`src/rtl/shift_reg_tap.sv`:
```
// shift_reg_tap: WIDTH x DEPTH delay line with per-stage valid bits, a
// pipeline-wide stall, a synchronous flush and a runtime-selected tap.
//
// Ports:
//   clk, rstn        clock (rising edge), async active-low reset
//   en               shift enable; 0 holds all state
//   flush            synchronous clear of every stage; wins over en
//   valid_in/data_in input word and qualifier (data gated to 0 when invalid)
//   tap_sel          stage index for tap_data/tap_valid (combinational mux)
//   data_out/valid_out  last stage, straight from registers
//   fill_cnt         number of valid stages (registered)
//   full             fill_cnt == DEPTH
//   win_sum          (only with SHIFT_REG_TAP_SUM_EN defined) running sum
//                    of all stage data, i.e. moving-window sum
//
// Optional feature macro: SHIFT_REG_TAP_SUM_EN.

// One delay stage: data plus valid, cleared on flush, held on stall.
module shift_reg_tap_stage #(
  parameter int WIDTH = 8
) (
  input  logic             clk,
  input  logic             rstn,
  input  logic             en,
  input  logic             flush,
  input  logic [WIDTH-1:0] d_in,
  input  logic             v_in,
  output logic [WIDTH-1:0] d_q,
  output logic             v_q
);
  always_ff @(posedge clk or negedge rstn) begin
    if (!rstn) begin
      d_q <= '0;
      v_q <= 1'b0;
    end else if (flush) begin
      d_q <= '0;
      v_q <= 1'b0;
    end else if (en) begin
      d_q <= d_in;
      v_q <= v_in;
    end
  end
endmodule

module shift_reg_tap #(
  parameter  int WIDTH = 8,
  parameter  int DEPTH = 8,
  localparam int TSW   = $clog2(DEPTH),
  localparam int CW    = $clog2(DEPTH+1)
) (
  input  logic             clk,
  input  logic             rstn,
  input  logic             en,
  input  logic             flush,
  input  logic             valid_in,
  input  logic [WIDTH-1:0] data_in,
  input  logic [TSW-1:0]   tap_sel,
  output logic [WIDTH-1:0] data_out,
  output logic             valid_out,
  output logic [WIDTH-1:0] tap_data,
  output logic             tap_valid,
  output logic [CW-1:0]    fill_cnt,
  output logic             full
`ifdef SHIFT_REG_TAP_SUM_EN
  ,
  output logic [WIDTH+CW-1:0] win_sum
`endif
);

  logic [DEPTH-1:0][WIDTH-1:0] d, d_nxt;
  logic [DEPTH-1:0]            vld_pipe, v_nxt;
  logic [WIDTH-1:0]            data_gated;

  // Invalid slots always carry zero data so the tap and sum never see stale words.
  assign data_gated = valid_in ? data_in : '0;
  assign d_nxt[0]   = data_gated;
  assign v_nxt[0]   = valid_in;

  for (genvar i = 1; i < DEPTH; i++) begin : g_link
    assign d_nxt[i] = d[i-1];
    assign v_nxt[i] = vld_pipe[i-1];
  end

  for (genvar i = 0; i < DEPTH; i++) begin : g_stage
    shift_reg_tap_stage #(.WIDTH(WIDTH)) u_stage (
      .clk   (clk),
      .rstn  (rstn),
      .en    (en),
      .flush (flush),
      .d_in  (d_nxt[i]),
      .v_in  (v_nxt[i]),
      .d_q   (d[i]),
      .v_q   (vld_pipe[i])
    );
  end

  assign data_out  = d[DEPTH-1];
  assign valid_out = vld_pipe[DEPTH-1];

  // Decoded mux: tap_sel values >= DEPTH match no stage and read as zero.
  always_comb begin
    tap_data  = '0;
    tap_valid = 1'b0;
    for (int i = 0; i < DEPTH; i++) begin
      if (tap_sel == TSW'(i)) begin
        tap_data  = d[i];
        tap_valid = vld_pipe[i];
      end
    end
  end

  // Occupancy tracks popcount(vld_pipe): a word entering and one leaving cancel.
  always_ff @(posedge clk or negedge rstn) begin
    if (!rstn) begin
      fill_cnt <= '0;
    end else if (flush) begin
      fill_cnt <= '0;
    end else if (en) begin
      if (valid_in && !vld_pipe[DEPTH-1])
        fill_cnt <= fill_cnt + CW'(1);
      else if (!valid_in && vld_pipe[DEPTH-1])
        fill_cnt <= fill_cnt - CW'(1);
    end
  end

  assign full = (fill_cnt == CW'(DEPTH));

`ifdef SHIFT_REG_TAP_SUM_EN
  localparam int SW = WIDTH + CW;
  // Incremental window sum: add the entering word, drop the exiting one.
  always_ff @(posedge clk or negedge rstn) begin
    if (!rstn) begin
      win_sum <= '0;
    end else if (flush) begin
      win_sum <= '0;
    end else if (en) begin
      win_sum <= win_sum + SW'(data_gated) - SW'(d[DEPTH-1]);
    end
  end
`endif

endmodule

```
`config.mk`:
```
export PLATFORM = sky130hd
export DESIGN_NAME = shift_reg_tap
export DESIGN_NICKNAME = d
export VERILOG_FILES = /design/src/rtl/shift_reg_tap.sv
export SDC_FILE = /design/constraint.sdc
export NUM_CORES = 1
export LEC_CHECK = 0
export BUFFER_PORTS_ARGS = -buffer_cell sky130_fd_sc_hd__buf_2
export CORE_MARGIN = 1
export CORE_UTILIZATION = 55
export CTS_BUF_LIST = sky130_fd_sc_hd__clkbuf_4 sky130_fd_sc_hd__clkbuf_8
export DETAILED_ROUTE_END_ITERATION = 8
export GPL_TIMING_DRIVEN = 0
export PLACE_DENSITY = 0.87
export RECOVER_POWER = 50
export SLEW_MARGIN = 10
export SYNTH_ARGS = -nofsm -noshare
export SYNTH_HDL_FRONTEND = slang
export SYNTH_SLANG_ARGS = --single-unit
```
`constraint.sdc`:
```
create_clock -name clk -period 1.95 [get_ports clk]
set_input_delay 0.0975 -clock clk [delete_from_list [all_inputs] [get_ports clk]]
set_output_delay 0.0975 -clock clk [all_outputs]
set_load 0.05 [all_outputs]
```
* Word-level counts from Yosys, hierarchy flattened
Cells that the tools add are included.
** Cells by class
- $add $sub $neg :: 2
- Equal/unequal tests :: 8
- Muxes and demuxes :: 53
- Reductions and logical operators :: 8
** Operator list (count)
- $mux 8 :: 25
- $mux 1 :: 24
- $mux 4 :: 4
- $eq 3x3->1 const B :: 4
- $eq 3x2->1 const B :: 2
- $add 4x1->4 const B :: 1
- $eq 4x4->1 const B :: 1
- $sub 4x1->4 const B :: 1
- $eq 3x1->1 const B :: 1
- $logic_not 3->1 :: 1
- $reduce_bool 3->1 :: 1
- $logic_and 1x1->1 :: 2
- $logic_not 1->1 :: 2
- $reduce_and 2->1 :: 1
- $reduce_bool 2->1 :: 1
** Word-level totals
- Register bits after elaboration :: 76
- Input port bits :: 16
- Output and inout bits :: 23
- Logic and storage cells :: 88

* Logic depth before layout (Yosys ltp)
Gate-level depths: netlist (run 1).
- Depth in word-level cells :: 9
- Depth in mapped cells :: 7
- Gate-level depth less buffers :: 7

* By module
Synthesis (run 1) repeated with hierarchy kept, for this count alone.
** Second synthesis, totals
- Cell total of the unflattened synthesis :: 329
- Area, all modules :: 3832.4 um^2
** By module, submodules not included
- shift_reg_tap_stage :: instances 8, cells each 29, area an instance 364.1 um^2, seq. area each 225.2 um^2
- shift_reg_tap :: instances 1, cells each 97, area an instance 919.6 um^2, seq. area each 100.1 um^2

* Worst setup path after synthesis (run 1)
No wires, ideal clock.
- Path type :: register -> output
- From :: reg fill_cnt[0]
- To :: out full
- Data arrival time :: 2.304 ns
- Required time :: 1.852 ns
- Slack :: -0.452 ns
- Stages on the path, launching flop included :: 2
- Buffers on the path :: 0
- Path through :: dfrtp_1 > nor4b_1
** Between the ends
- Cells in the longest elaborated chain, start to end :: 1
** Ends and longest elaborated chain
- start, declared :: line 62 : output logic [CW-1:0] fill_cnt,
- start signal, assigned :: line 120 : fill_cnt <= fill_cnt + CW'(1);
- start signal, assigned :: line 122 : fill_cnt <= fill_cnt - CW'(1);
- $eq 4x4->1 :: line 126 : assign full = (fill_cnt == CW'(DEPTH));
- end, declared :: line 63 : output logic full
No other way between the ends.

* Worst setup path after layout (run 1)
- From :: reg g_stage[2].u_stage.d_q[0]
- To :: out tap_data[0]
** Between the ends
- Cells in the longest elaborated chain, start to end :: 6
** Ends and longest elaborated chain
- start, declared :: line 28 : output logic [WIDTH-1:0] d_q,
- start signal, assigned :: line 39 : d_q <= d_in;
- $mux 8 (6 in series) :: line 105 : if (tap_sel == TSW'(i)) begin
- end, declared :: line 60 : output logic [WIDTH-1:0] tap_data,
No other way between the ends.

==> results_dict.tcl, run 1 <==
set metrics [dict create \
    vias 2850 \
    synth.avg_cell_area_um2 11.2 \
    ir_drop_uv 421 \
    min_period_ps 1940 \
    maxSlewViolCount 0 \
    portBuffers 35 \
    route.met3.wl_um 640 \
    top_layer "met4" \
    pwr-share-seq_pct 50.0 \
    synth-edff-count 0 \
    wl_met2_um 4470 \
    slew-limit-headroom_pct 3.21 \
    crit_path_max_fanout 3 \
    gp_congestion 0.844 \
    worstPathRequired_ps 1850 \
    path_class "flop to primary output" \
    cts.sinks 76 \
    finish.utilization_pct 66.3 \
    rows 30 \
    syn_area_um2 3850 \
    n_antenna_cell 0 \
    clkTransAtPathRegs_ps 80 \
    grt_pass1_wl_um 14000 \
    drtIter0Drc 250 \
    synth_largest_area_cell "dfrtp_1" \
    wirelength_met1_um 3570 \
    hold_viol_final 1 \
    wirelength_um 8900 \
    fin_cells 493 \
    wl_per_cell_um 18.0 \
    syn_inst 343 \
    syn_nets 362 \
    end_kind "primary output" \
    synthTopCellsByCount "dfrtp_1, mux2i_1, nor2_1" \
    grt_max_degree 53 \
    cts_buffers 9 \
    drtAntennaViolNets 0 \
    root_buffer "clkbuf_8" \
    cp-start-kind "flop" \
    preCtsSetupSlack_ps 2.64 \
    yosysWarnings 0 \
    hold_path.class "input port to flop" \
    status "complete, but fails checks" \
    die_h_um 85.6 \
    postLayoutCellArea_um2 4510 \
    io_pins 39 \
    clock_path_buffers 2 \
    synth_top_area_share_pct 49.4 \
    viasPerCell 5.78 \
    p_sw_share_pct 27.9 \
    core_um2 6790 \
    async_flop_share_pct 100 \
    power.density_nw_per_um2 717 \
    pwr-share-comb_pct 13.3 \
    drc_errors 0 \
    ys_ff_latch 76 \
    violations "hold timing" \
    fmax_mhz 516 \
    die-area_um2 7330 \
    cts_max_level 3 \
    worst-endpoint-arrival_ps 1840 \
    die_x_um 85.6 \
    tightest_slew_ps 1450 \
    antenna_found_initial 0 \
    leakage_nw 2.25 \
    skew_ps 13.2 \
    p_int_mw 2.33 \
    drive_above_1_share_pct 24.9 \
    grt_overflow 0 \
    grt_usage_pct 25.3 \
    synthFlopType "dfrtp_1" \
    period_share_pct 99.5 \
    synth.distinct_cells 34 \
    p_clk_share_pct 36.6 \
    dp.cells 475 \
    grt_setup_unrepaired "true" \
    synthTopCellsByArea "dfrtp_1, mux2i_1, nor2_1, mux4_2, mux2_2" \
    cap_violations 0 \
    ys_seq_area_share_pct 49.4 \
    finalWorstSetupSlack_ps 10.2 \
    grt_pass1_vias 2820 \
    hpwl_um 5960 \
    start_util_pct 56.6 \
    placed_area_um2 4180 \
    worst_hold_slack_ps -2.39 \
    clk_latency_ps 370 \
    switchingPower_mw 0.902 \
    first_pass_iters 5 \
    yosysMostFrequentCell "dfrtp_1" \
    setup_viol 0 \
    cts_tree "done" \
    final_nets 411 \
    area_delta_synth_final_pct 17.1 \
]
==> worst paths after layout <==
kind | from | end | slack, ps | depth (start not counted)
worst max-delay path | g_stage[2].u_stage.d_q[0] | tap_data[0] | 10 | 5
max in group asynchronous | rstn | g_stage[7].u_stage.v_q | 420 | 3
worst min-delay path | data_in[7] | g_stage[0].u_stage.d_q[7] | -2 | 3
worst max register to register | g_stage[7].u_stage.v_q | fill_cnt[3] | 100 | 7
min in group asynchronous | rstn | g_stage[6].u_stage.d_q[3] | 600 | 2
worst min register to register | g_stage[7].u_stage.d_q[4] | g_stage[7].u_stage.d_q[4] | 550 | 2
==> what timing repair did <==
item,in CTS,in global routing
hold buffers,1,0
hold endpoints to repair,53,0
setup buffers,0,1
resized for setup,5,20
setup endpoints to repair,5,7
cloned,0,0
==> layout make-up <==
type / count / area (um^2)
multi-input combinational: 229 / 1850
sequential: 76 / 1900
timing repair buffer: 38 / 229
fill: 477 / 2290
inverter: 5 / 18.8
tap: 96 / 120
buffer: 33 / 193
clock buffer: 9 / 124
clock inverter: 7 / 67.6
==> cell usage in the layout (no fill, tap or decap), types with 2 or more instances in the layout <==
| cell | count |
|---|---|
| dfrtp_1 | 75 |
| mux2i_1 | 71 |
| nor2_1 | 68 |
| buf_2 | 36 |
| buf_4 | 15 |
| clkbuf_1 | 12 |
| a21oi_1 | 9 |
| clkbuf_8 | 9 |
| nand2b_1 | 8 |
| nand3_1 | 8 |
| a22oi_1 | 6 |
| mux2_2 | 6 |
| a211oi_1 | 6 |
| a21boi_1 | 6 |
| o22ai_1 | 4 |
| mux4_2 | 4 |
| buf_1 | 4 |
| a221oi_4 | 3 |
| inv_1 | 3 |
| mux2_4 | 3 |
| nand2_1 | 3 |
| a221oi_2 | 3 |
| clkinv_2 | 3 |
| clkinvlp_4 | 3 |
| inv_2 | 2 |
| mux4_1 | 2 |
| nor2b_1 | 2 |
| o21ai_1 | 2 |
| xnor2_1 | 2 |
==> stage by stage <==
| stage | power [mW] | TNS (ps) | hold WS, ps |
|---|---|---|---|
| 2_1_floorplan | 1.91 | 0 | -198 |
| 3_3_place_gp | 2.02 | 0 | 369 |
| 3_5_place_dp | 2.04 | 0 | 26.4 |
| 4_1_cts | 3.20 | 0 | 1.18 |
| 5_1_grt | 3.33 | -55.6 | 14.3 |
| 6_report | 3.23 | 0 | -2.39 |
==> flip-flops by register name, indices dropped and copies added, names as in the netlist <==
register             cells
fill_cnt                 4
g_stage.u_stage.d_q     64
g_stage.u_stage.v_q      8
==> metal layers <==
metal	up-vias	global-route usage, %
met4	0	10.8
met3	27	5.97
met2	130	41.9
met5	-	0
met1	1392	32.0
li1	1301	-
==> logic make-up after synthesis <==
family,Yosys count,share of synthesized area (%)
buf+inv,38,5.56
flops,76,49.4
simple gates,95,10.6
compound gates,42,7.48
fa+ha+maj,3,1.17
mux,87,25.3
xor+xnor,2,0.455
==> worst max-delay path, stage by stage (launching register included) <==
cell and delay [ps]:
dfrtp_1 410, mux2_2 280, a221oi_2 310, o22a_1 210
a21oi_1 40, buf_2 220
==> power groups by stage <==
stage          combinational (mW)  sequential [mW]  clock, mW
4_1_cts                     0.405             1.61       1.18
3_5_place_dp                0.396             1.64          0
6_report                    0.431             1.62       1.18
3_3_place_gp                0.380             1.64          0
5_1_grt                     0.460             1.62       1.26
2_1_floorplan               0.248             1.66          0
Note: power is estimated with default switching activity, not from simulation.
==> run 2: changes to the inputs <==
CELL_PAD_IN_SITES_DETAIL_PLACEMENT = 1   (was not set)
CELL_PAD_IN_SITES_GLOBAL_PLACEMENT = 1   (was not set)
CORE_UTILIZATION = 44   (was 55)
==> run 2 against run 1 <==
  * Via count up 1.8%
  * Core utilization shrank 10 points
  * Die area increased by 24%
  * Register-to-register slack got worse by 97 ps
  * Cell area grew 3.7%
  * The run now ends clean
  * Count of clock-buffer cells in the layout rose by 1
  * Critical path depth increased by 2
  * Sequential share of layout area fell by 1.5 points
==> results_dict.tcl, run 2 (same netlist as run 1, synthesis figures left out) <==
set metrics [dict create \
    antenna_found_initial 0 \
    slew-limit-headroom_pct 21.5 \
    grt_pass1_wl_um 16700 \
    reg2reg_from "g_stage[7].u_stage.v_q" \
    leakage_nw 2.32 \
    final_common_cell "dfrtp_1" \
    largestRegisters "g_stage.u_stage.d_q: 64 flops, g_stage.u_stage.v_q: 8 flops, fill_cnt: 4 flops" \
    maxSlewViolCount 0 \
    drtIter0Drc 132 \
    io_pins 39 \
    die_h_um 95.5 \
    drc_errors 0 \
    finalWorstSetupSlack_ps 2.76 \
    end_kind "flop" \
    fin_setup_tns_ps 0 \
    min_period_ps 1950 \
    fmax_mhz 514 \
    gp_congestion 0.800 \
    grt_pass1_vias 3101 \
    total_power_mw 3.44 \
    period_share_pct 99.9 \
    drive_above_1_share_pct 25.7 \
    preCtsSetupSlack_ps -11.1 \
    cts.sinks 76 \
    core_um2 8340 \
    path_class "flop to flop" \
    hold_path.class "input port to flop" \
    portBuffers 35 \
    start_util_pct 46.1 \
    clk_latency_ps 370 \
    viasPerCell 5.64 \
    largest_reg_flops 64 \
    area_delta_synth_final_pct 21.4 \
    n_antenna_cell 0 \
    crit_start "g_stage[7].u_stage.v_q" \
    ir_drop_uv 369 \
    hpwl_um 7030 \
    grt_setup_unrepaired "true" \
    worst-endpoint-arrival_ps 2200 \
    cp-start-kind "flop" \
    largest_register "g_stage.u_stage.d_q" \
    min_path_cells 3 \
    layout_common_cells "dfrtp_1, mux2i_1, nor2_1, buf_2, buf_4" \
    cts_tree "done" \
    crit_path_max_fanout 5 \
    status "complete, no violations" \
    drtAntennaViolNets 0 \
    register_area_um2 1900 \
    first_pass_iters 4 \
    wirelength_um 10900 \
    postLayoutCellArea_um2 4670 \
    wl_per_cell_um 21.2 \
    hold_path_startpoint "flush" \
    setup_viol 0 \
    num-fill-cells 892 \
    cap_violations 0 \
    grt_max_degree 57 \
    vias 2901 \
    tightest_slew_ps 1180 \
    clock_path_buffers 2 \
    final_nets 423 \
    r2r_cells 7 \
    grt_usage_pct 25.5 \
    grt_overflow 0 \
    rows 33 \
    worstPathRequired_ps 2200 \
    cts_buffers 9 \
    die_x_um 95.5 \
    placed_area_um2 4190 \
    root_buffer "clkbuf_8" \
    cts_max_level 3 \
    hold_viol_final 0 \
    clkTransAtPathRegs_ps 90 \
    finish.utilization_pct 56.0 \
    power.density_nw_per_um2 737 \
    multi_input_area_um2 1870 \
    die-area_um2 9120 \
    skew_ps 15.5 \
]
## run 2: what timing repair did
action,CTS,global route
buffers inserted,0,5
pin swaps,0,9
resized for setup,12,20
endpoints found under the hold margin,84,0
endpoints found under the setup margin,7,7
hold buffers,9,0
## run 2: worst paths after layout
kind / to / slack (ps)
max in group asynchronous: g_stage[3].u_stage.d_q[6] / 350
min: fill_cnt[3] / 190
max: fill_cnt[3] / 3
max reg2reg: fill_cnt[3] / 3
min in group asynchronous: g_stage[7].u_stage.v_q / 500
min reg2reg: g_stage[6].u_stage.d_q[4] / 560
## run 2: metal layers
metal	track usage, %	up-vias	share of wire, %
li1	-	1319	-
met5	0	-	0
met2	41.1	73	51
met4	9.83	0	1.8
met3	5.90	14	4.2
met1	33.5	1495	43
## run 2: stage by stage
| step | hold slack, ps | std cells |
|---|---|---|
| floorplan | -198 | 343 |
| global placement | 373 | 483 |
| detailed placement | 11.5 | 484 |
| CTS | 107 | 509 |
| global route | 170 | 514 |
| finish | 186 | 514 |
## run 2: cell type report
type / instances / share of cell area, %
Timing Repair Buffer: 50 / 7.18
Sequential cell: 76 / 40.7
Tap cell: 105 / 2.81
Inverter: 5 / 0.402
Multi-Input combinational cell: 229 / 40.0
Clock inverter: 6 / 1.90
Buffer: 33 / 4.13
Clock buffer: 10 / 2.81
## run 2: critical path: stages (launching register included)
cell and delay [ps]:
dfrtp_2 460, nor2b_4 160, inv_1 110, ha_1 300, nand3_1 110, and3_4 200, o21ai_2 140, mux2_1 360
## run 2: power breakdown
part	internal, mW	switching, mW	leakage [nW]
registers	1.59	0.0233	1.05
logic	0.166	0.295	1.16
clock network	0.735	0.631	0.106
